File: src/rtl/ppr_topk_select.sv
`default_nettype none
// ============================================================================
//  Module   : ppr_topk_select
//  Purpose  : Scans the diffusion score table once per start and keeps the K
//             highest-scoring node ids, sorted high-to-low (ties keep the
//             lower id ahead). Shares the score port and honours conflict.
//  Revision : 1.0 - initial release
// ============================================================================
module ppr_topk_select #(
    parameter int ADDR_WIDTH  = 13,
    parameter int DATA_WIDTH  = 32,
    parameter int node_num    = 1,
    parameter int node_offset = 0,
    parameter int K           = 4
) (
    input  logic                    clk,
    input  logic                    rst,
    input  logic                    start,
    input  logic                    conflict,
    input  logic [DATA_WIDTH-1:0]   data_in_s,
    output logic [ADDR_WIDTH-1:0]   address_s,
    output logic                    rd_en_s,
    output logic                    busy,
    output logic                    done,
    output logic [K*ADDR_WIDTH-1:0] topk_id,
    output logic [K*DATA_WIDTH-1:0] topk_score,
    output logic [K-1:0]            topk_valid
);

    // State encoding
    localparam logic [1:0] c_st_idle  = 2'd0;
    localparam logic [1:0] c_st_scan  = 2'd1;
    localparam logic [1:0] c_st_drain = 2'd2;
    localparam logic [1:0] c_st_done  = 2'd3;

    // Last scan index and table base, reduced to the address width
    localparam logic [ADDR_WIDTH-1:0] c_last_idx = ADDR_WIDTH'(node_num - 1);
    localparam logic [ADDR_WIDTH-1:0] c_base     = ADDR_WIDTH'(node_offset);

    logic [1:0]            r_state;
    logic [ADDR_WIDTH-1:0] r_idx;
    logic [ADDR_WIDTH-1:0] r_addr;
    logic                  r_rd_en;
    logic                  r_busy;
    logic                  r_done;
    logic                  r_pend;
    logic [ADDR_WIDTH-1:0] r_pend_id;

    // Result table, slot 0 holds the highest score
    logic [DATA_WIDTH-1:0] r_score [K];
    logic [ADDR_WIDTH-1:0] r_id    [K];
    logic [K-1:0]          r_valid;

    logic                  w_grant;
    logic                  w_clear;
    logic                  w_insert;
    logic [K-1:0]          w_gt;
    logic [DATA_WIDTH-1:0] w_nxt_score [K];
    logic [ADDR_WIDTH-1:0] w_nxt_id    [K];
    logic [K-1:0]          w_nxt_valid;

    assign w_grant  = r_rd_en & ~conflict;
    assign w_clear  = (r_state == c_st_idle) & start;
    assign w_insert = r_pend & ((r_state == c_st_scan) | (r_state == c_st_drain));

    // Per-slot insertion network. Because the table is kept sorted, w_gt is a
    // thermometer: the first set bit is the insertion point, every later set
    // bit shifts down from its predecessor. Strict > means ties never overtake
    // and zero scores never displace the empty (score 0) slots.
    generate
        for (genvar j = 0; j < K; j++) begin : g_slot
            assign w_gt[j] = data_in_s > r_score[j];

            if (j == 0) begin : g_head
                assign w_nxt_score[j] = w_gt[j] ? data_in_s : r_score[j];
                assign w_nxt_id[j]    = w_gt[j] ? r_pend_id : r_id[j];
                assign w_nxt_valid[j] = w_gt[j] | r_valid[j];
            end else begin : g_tail
                logic w_take;
                logic w_shift;
                assign w_take  = w_gt[j] & ~w_gt[j-1];
                assign w_shift = w_gt[j] &  w_gt[j-1];
                assign w_nxt_score[j] = w_take ? data_in_s :
                                        w_shift ? r_score[j-1] : r_score[j];
                assign w_nxt_id[j]    = w_take ? r_pend_id :
                                        w_shift ? r_id[j-1] : r_id[j];
                assign w_nxt_valid[j] = w_take | (w_shift ? r_valid[j-1] : r_valid[j]);
            end

            assign topk_id[j*ADDR_WIDTH +: ADDR_WIDTH]    = r_id[j];
            assign topk_score[j*DATA_WIDTH +: DATA_WIDTH] = r_score[j];
        end
    endgenerate

    assign topk_valid = r_valid;
    assign address_s  = r_addr;
    assign rd_en_s    = r_rd_en;
    assign busy       = r_busy;
    assign done       = r_done;

    // Control FSM: issues reads, tracks the one-cycle read-data pipe, and
    // produces the registered handshake outputs.
    always_ff @(posedge clk) begin
        if (rst) begin
            r_state   <= c_st_idle;
            r_idx     <= '0;
            r_addr    <= '0;
            r_rd_en   <= 1'b0;
            r_busy    <= 1'b0;
            r_done    <= 1'b0;
            r_pend    <= 1'b0;
            r_pend_id <= '0;
        end else begin
            r_done    <= 1'b0;
            r_pend    <= w_grant;
            r_pend_id <= r_idx;
            case (r_state)
                c_st_idle: begin
                    if (start) begin
                        r_idx   <= '0;
                        r_addr  <= c_base;
                        r_rd_en <= 1'b1;
                        r_busy  <= 1'b1;
                        r_state <= c_st_scan;
                    end
                end
                c_st_scan: begin
                    if (w_grant) begin
                        if (r_idx == c_last_idx) begin
                            r_rd_en <= 1'b0;
                            r_state <= c_st_drain;
                        end else begin
                            r_idx  <= r_idx + 1'b1;
                            r_addr <= r_addr + 1'b1;
                        end
                    end
                end
                c_st_drain: begin
                    if (r_pend) begin
                        r_busy  <= 1'b0;
                        r_done  <= 1'b1;
                        r_state <= c_st_done;
                    end
                end
                c_st_done: begin
                    r_state <= c_st_idle;
                end
                default: begin
                    r_state <= c_st_idle;
                end
            endcase
        end
    end

    // Result table update: cleared on reset or accepted start, otherwise one
    // sorted insertion per returned score word.
    always_ff @(posedge clk) begin
        if (rst || w_clear) begin
            for (int j = 0; j < K; j++) begin
                r_score[j] <= '0;
                r_id[j]    <= '1;
            end
            r_valid <= '0;
        end else if (w_insert) begin
            for (int j = 0; j < K; j++) begin
                r_score[j] <= w_nxt_score[j];
                r_id[j]    <= w_nxt_id[j];
            end
            r_valid <= w_nxt_valid;
        end
    end

endmodule
`default_nettype wire

File: config.mk
export PLATFORM = sky130hd
export DESIGN_NAME = ppr_topk_select
export DESIGN_NICKNAME = d
export VERILOG_FILES = /design/src/rtl/ppr_topk_select.sv
export SDC_FILE = /design/constraint.sdc
export NUM_CORES = 1
export LEC_CHECK = 0
export BUFFER_PORTS_ARGS = -buffer_cell sky130_fd_sc_hd__buf_4
export CAP_MARGIN = 20
export CORE_AREA = 2 2 180 129
export CTS_CLUSTER_DIAMETER = 120
export CTS_CLUSTER_SIZE = 40
export DETAILED_ROUTE_END_ITERATION = 8
export DIE_AREA = 0 0 182 131
export PLACE_DENSITY = 0.87
export SYNTH_ARGS = -nofsm -noshare
export SYNTH_HDL_FRONTEND = slang
export SYNTH_SLANG_ARGS = --single-unit
File: constraint.sdc
create_clock -name clk -period 21.1 [get_ports clk]
set_input_delay 6.33 -clock clk [delete_from_list [all_inputs] [get_ports clk]]
set_output_delay 6.33 -clock clk [all_outputs]
set_load 0.1 [all_outputs]
==> results of run 1 <==
## flip-flops by register name, summed over array words and instances, names as in the netlist
register,cells
rd_en_s,1
topk_valid,4
r_pend_id,13
r_id,52
r_idx,13
r_state,2
address_s,13
r_pend,1
done,1
r_score,128
busy,1
## layout make-up
class                   instances  area [um2]  share of cell area (%)
clock buffers                  11         233                    1.52
repair buffers                245        1840                    12.0
clock inverters                 1        16.3                   0.106
multi-input cells             815        5810                    37.9
well taps                     288         360                    2.35
inverters                     179         672                    4.39
flip-flops and latches        229        6390                    41.7
diodes                          1        2.50                  0.0163
## Yosys cell counts (3+ instances only)
cell,number,area share (%)
clkbuf_1,25,0.72
o211ai_1,4,0.23
nand4_1,21,1.0
a221o_1,5,0.38
inv_1,179,5.2
a22oi_1,3,0.17
and3_1,8,0.38
xor2_1,7,0.47
nor2_1,98,2.8
nand2_1,187,5.4
mux2i_1,137,11
nor2b_1,13,0.62
and2_1,4,0.19
a21o_1,7,0.40
buf_4,8,0.46
a21oi_1,62,2.4
nor4_1,4,0.19
nand3_1,23,0.88
xnor2_1,10,0.67
nand2b_1,4,0.19
and4_1,6,0.40
nor3_1,15,0.58
or3_1,5,0.24
dfxtp_1,49,7.5
or4_1,3,0.17
o21ai_0,20,0.77
buf_6,5,0.43
a221oi_1,4,0.27
ha_1,134,13
edfxtp_1,180,41
## worst max path at each step
stage / start / to / slack, ns / cells after the start
after floorplan: data_in_s[14] / r_id[0][0]$_SDFFCE_PN1P_ / 9.65 / 7
after global routing: data_in_s[17] / r_id[2][2]$_SDFFCE_PN1P_ / 11.08 / 10
after global placement: data_in_s[19] / r_id[2][9]$_SDFFCE_PN1P_ / 11.00 / 10
after CTS: data_in_s[19] / r_id[2][3]$_SDFFCE_PN1P_ / 11.31 / 10
final: data_in_s[19] / r_id[2][2]$_SDFFCE_PN1P_ / 11.12 / 10
after detailed placement: data_in_s[19] / r_id[2][2]$_SDFFCE_PN1P_ / 10.77 / 10
## per-layer routing
metal | share of wire [%] | vias to the layer above | global-route usage (%) | wire length (um)
met4 | 1.8 | 0 | 5.50 | 610
li1 | - | 4783 | - | -
met1 | 44 | 4927 | 41.4 | 15300
met5 | 0 | - | 0 | 0
met3 | 9.5 | 39 | 5.04 | 3280
met2 | 44 | 465 | 45.4 | 15300
## power groups by stage
stage	Sequential (mW)	Clock, mW	Combinational (mW)
after global placement	0.618	0	0.766
final	0.611	0.215	0.784
after global routing	0.617	0.230	0.823
after CTS	0.609	0.217	0.782
after floorplan	0.979	0	0.236
after detailed placement	0.619	0	0.780
## metrics by stage
step | total power [mW] | instance area [um2] | setup WS [ns] | cells
after global placement | 1.38 | 15100 | 11.00 | 1756
after CTS | 1.61 | 15300 | 11.31 | 1768
after floorplan | 1.21 | 13000 | 9.65 | 1261
after detailed placement | 1.40 | 15100 | 10.77 | 1756
final | 1.61 | 15300 | 11.12 | 1769
after global routing | 1.67 | 15300 | 11.08 | 1768
## logic make-up after synthesis
logic type | count (synthesis)
flip-flops | 229
buffers and inverters | 217
multiplexers | 137
adder cells (fa/ha/maj) | 134
XOR/XNOR | 17
AO/OA/AOI/OAI | 128
AND/OR/NAND/NOR | 399
## worst max-delay path, cell delays in order
cell and delay, ns:
buf_4 0.14, ha_1 0.31, a21oi_1 0.16, o21ai_1 0.10, a221o_1 0.35, a2111oi_0 0.95
a21oi_1 0.41, nor2_4 0.64, buf_4 0.60, mux2i_1 0.28
==> flow_summary.toml, run 1 <==
[status]
status = "finished, final reports clean"

[drt]
drtAntennaViolNets = 0
wl_um = 34500
routedWlPerCell_um = 19.5
drt_pass1_iterations = 5
vias = 10200
drt_iter0_markers = 1070
drc = 0
via_per_inst = 5.77

[finish]
postLayoutCoreUtil_pct = 69.0
area_delta_synth_final_pct = 17.5
nFillCells = 1720
final_cell_mix = "245 x buf_4, 185 x nand2_1, 180 x edfxtp_1"
drive_above_1_share_pct = 18.0
nets = 1649
final_common_cell = "buf_4"

[flow_run]
maxCapViolCount = 0

[global_route]
grt_pass1_wl_um = 53100
grt_max_degree = 66
first_global_vias = 9711
grt_use_total_pct = 28.5
grt_antenna_before_repair = 1
grt_overflow = 0

[critical_path]
reg2reg_slack_ns = 16.61
reg2reg_from = "r_score[1][19]$_SDFFCE_PN0P_"
reg2reg_depth = 10
path_class = "input pin to register"
r2r-end = "r_id[2][2]$_SDFFCE_PN1P_"
cp-start-kind = "input pin"
cp.arrival_ns = 10.30
endpoint_kind = "register"
cp.required_ns = 21.42
cp_max_fo = 29

[timing]
slew_violations = 0
skew_ns = 0.0238
max_freq_ghz = 0.100
finalCritPeriodShare_pct = 47.3
worst_slew_pin_slew_ns = 1.07
setup_viol = 0
fin_crit_ns = 9.98
rsz0062_at_grt = "no"
hold_viol_final = 0
fin_hold_ws_ns = 0.504
tns_ns = 0
max_slew_margin_pct = 26.7

[yosys]
ys_seq_area_share_pct = 49.0
synth-compound-area-share_pct = 6.13
syn_inst = 1261
ys_ff_latch = 229
synth_xor_area_share_pct = 1.14
synthAdderAreaFrac_pct = 12.9
synth_nets = 1431
ys_types = 54
avgSynthCellArea_um2 = 10.3
synth_edf_count = 180
ys_async_sr_fraction_pct = 0
synth_area_um2 = 13000
synth_ff_type = "edfxtp_1"
synth-simple-area-share_pct = 13.6
ys_warn_count = 0
synthMuxAreaShare_pct = 10.5
synth_top_family_by_area = "simple AND/OR/NAND/NOR gates"

[floorplan]
fp-row-count = 46
die-area_um2 = 23800
io_pins = 236
initial_core_util_pct = 58.7
dieHeight_um = 131
core_area_um2 = 22200
die_w_um = 182

[pwr]
pwr-share-comb_pct = 48.7
p_int_mw = 0.818
leakagePower_nw = 6.75
p_sw_mw = 0.791
vdd_ir_drop_max_v = 0.0000778
p_clk_share_pct = 13.4
cellPowerDensity_nw_per_um2 = 105
seqPwrFrac_pct = 37.9
swShare_pct = 49.2

[worst_hold_path]
whs_endpoint = "r_pend_id[10]$_SDFF_PP0_"
hold_class = "register to register"
whs_path_depth = 2
min_from = "r_idx[10]$_SDFFE_PP0P_"

[clock_network]
root_buffer = "clkbuf_16"
clock_sinks = 229
clk_pin_slew_worst_paths_ns = 0.15
cts_buffers = 9
ctsResizeCount = 0
cts_setup_buffers = 0
cts_tree = "yes"
htree_levels = 1
clkLatencyLatePin_ns = 0.48
ctsHoldBuffers = 0
clock_path_buffers = 3

[placement]
hpwl_um = 26200
portBuffers = 235
routabilityCongestion = 0.883
Note: power is estimated with default switching activity, not from simulation.
==> run 2: changes to the inputs <==
--- a/config.mk
+++ b/config.mk
@@ -7,12 +7,12 @@
 export LEC_CHECK = 0
 export BUFFER_PORTS_ARGS = -buffer_cell sky130_fd_sc_hd__buf_4
 export CAP_MARGIN = 20
-export CORE_AREA = 2 2 180 129
+export CORE_AREA = 2 2 195 139
 export CTS_CLUSTER_DIAMETER = 120
 export CTS_CLUSTER_SIZE = 40
 export DETAILED_ROUTE_END_ITERATION = 8
-export DIE_AREA = 0 0 182 131
-export PLACE_DENSITY = 0.87
+export DIE_AREA = 0 0 197 141
+export PLACE_DENSITY = 0.79
 export SYNTH_ARGS = -nofsm -noshare
 export SYNTH_HDL_FRONTEND = slang
 export SYNTH_SLANG_ARGS = --single-unit
==> constraint.sdc (replaced) <==
create_clock -name clk -period 8.9 [get_ports clk]
set_input_delay 2.67 -clock clk [delete_from_list [all_inputs] [get_ports clk]]
set_output_delay 2.67 -clock clk [all_outputs]
set_load 0.1 [all_outputs]
==> flow_summary.toml, run 2 (synthesis gave the netlist of run 1 again) <==
[drt]
drc = 0
via_per_inst = 5.54
drt_iter0_markers = 829
drtAntennaViolNets = 0
drt_pass1_iterations = 5
vias = 10100
wl_um = 35600
routedWlPerCell_um = 19.6

[critical_path]
path_class = "input pin to register"
endpoint_kind = "register"
cp-start-kind = "input pin"
cp.arrival_ns = 6.32
cp.required_ns = 9.13
cp_max_fo = 29

[finish]
final_common_cell = "buf_4"
largest_reg_flops = 128
nets = 1648
top_register = "r_score"
drive_above_1_share_pct = 18.0
insertedDiodeCount = 0
nFillCells = 2208
top_regs = "r_score (128), r_id (52)"
area_delta_synth_final_pct = 17.9
final_cell_mix = "244 x buf_4, 184 x nand2_1, 180 x edfxtp_1"

[timing]
hold_viol_final = 0
skew_ns = 0.0325
setup_viol = 0
max_slew_margin_pct = 25.9
fin_crit_ns = 6.10
rsz0062_at_grt = "no"
tns_ns = 0
max_freq_ghz = 0.164
finalCritPeriodShare_pct = 68.5
slew_violations = 0
worst_slew_pin_slew_ns = 1.11

[clock_network]
clock_path_buffers = 3
root_buffer = "clkbuf_16"
ctsHoldBuffers = 0
cts_setup_buffers = 0
cts_tree = "yes"
clk_pin_slew_worst_paths_ns = 0.14
clkLatencyLatePin_ns = 0.50
cts_buffers = 9
htree_levels = 1
ctsResizeCount = 0
clock_sinks = 229

[floorplan]
io_pins = 236
die-area_um2 = 27800
initial_core_util_pct = 49.9
fp-row-count = 50
dieHeight_um = 141
core_area_um2 = 26200
die_w_um = 197

[pwr]
leakagePower_nw = 6.75
cellPowerDensity_nw_per_um2 = 250
vdd_ir_drop_max_v = 0.000150
power.total_mw = 3.84

[global_route]
grt_max_degree = 65
first_global_vias = 9878
grt_overflow = 0
grt_pass1_wl_um = 54600
grt_antenna_before_repair = 0
grt_use_total_pct = 25.2

[flow_run]
maxCapViolCount = 0

[worst_hold_path]
hold_class = "register to register"

[placement]
portBuffers = 235
hpwl_um = 26200
routabilityCongestion = 0.903

[status]
status = "finished, final reports clean"
==> run 2: cell types whose count changed in the layout (fill, tap and decap cells not counted) <==
| cell | delta |
|---|---|
| diode_2 | -1 |
| nand2_1 | -1 |
| clkbuf_1 | +1 |
| nand2_2 | +1 |
| buf_4 | -1 |
==> run 2: area by class of cell <==
type | instances | area (um2) | area share [%]
clock buffers | 12 | 236 | 1.54
clock inverters | 1 | 16.3 | 0.106
inverters | 179 | 672 | 4.37
multi-input cells | 815 | 5810 | 37.8
flip-flops and latches | 229 | 6390 | 41.5
well taps | 338 | 423 | 2.75
repair buffers | 244 | 1830 | 11.9
==> run 2: path summary, 6_finish.rpt <==
path,startpoint,to,depth (start not counted),slack (ns)
worst max-delay path,data_in_s[19],r_id[2][5]$_SDFFCE_PN1P_,10,2.80
worst min-delay path,r_idx[10]$_SDFFE_PP0P_,r_pend_id[10]$_SDFF_PP0_,2,0.50
worst max register to register,r_score[1][19]$_SDFFCE_PN0P_,r_id[2][5]$_SDFFCE_PN1P_,10,4.62
worst min register to register,r_idx[10]$_SDFFE_PP0P_,r_pend_id[10]$_SDFF_PP0_,2,0.50
==> run 2: routing by layer <==
layer,GRT usage [%],vias to the layer above,part of all wire [%]
li1,-,4788,-
met1,37.1,4886,46
met2,39.3,351,44
met3,4.16,41,7.6
met4,5.26,0,2.0
met5,0,-,0
==> run 2: report_power, final <==
group	switching, mW	internal [mW]	leakage [nW]
Sequential	0.114	1.32	2.16
Combinational	1.46	0.421	4.47
Clock	0.331	0.194	0.121
==> run 2: through the flow <==
step	instances	hold slack [ns]	cell area (um2)	utilization (%)	setup WS (ns)
finish	1818	0.500	15400	58.8	2.80
global route	1818	0.523	15400	58.8	2.42
CTS	1818	0.496	15400	58.8	2.69
detailed placement	1805	0.477	15100	57.8	2.14
global placement	1805	0.469	15100	57.8	2.18
floorplan	1261	0.448	13000	-	1.11
==> run 2: worst max-delay path, cell delays in order <==
cell and delay [ns]:
buf_4 0.14, ha_1 0.31, a21oi_1 0.15, o21ai_1 0.10, a221o_1 0.38, a2111oi_0 0.74
a21oi_1 0.37, nor2_4 0.65, buf_4 0.63, mux2i_1 0.16
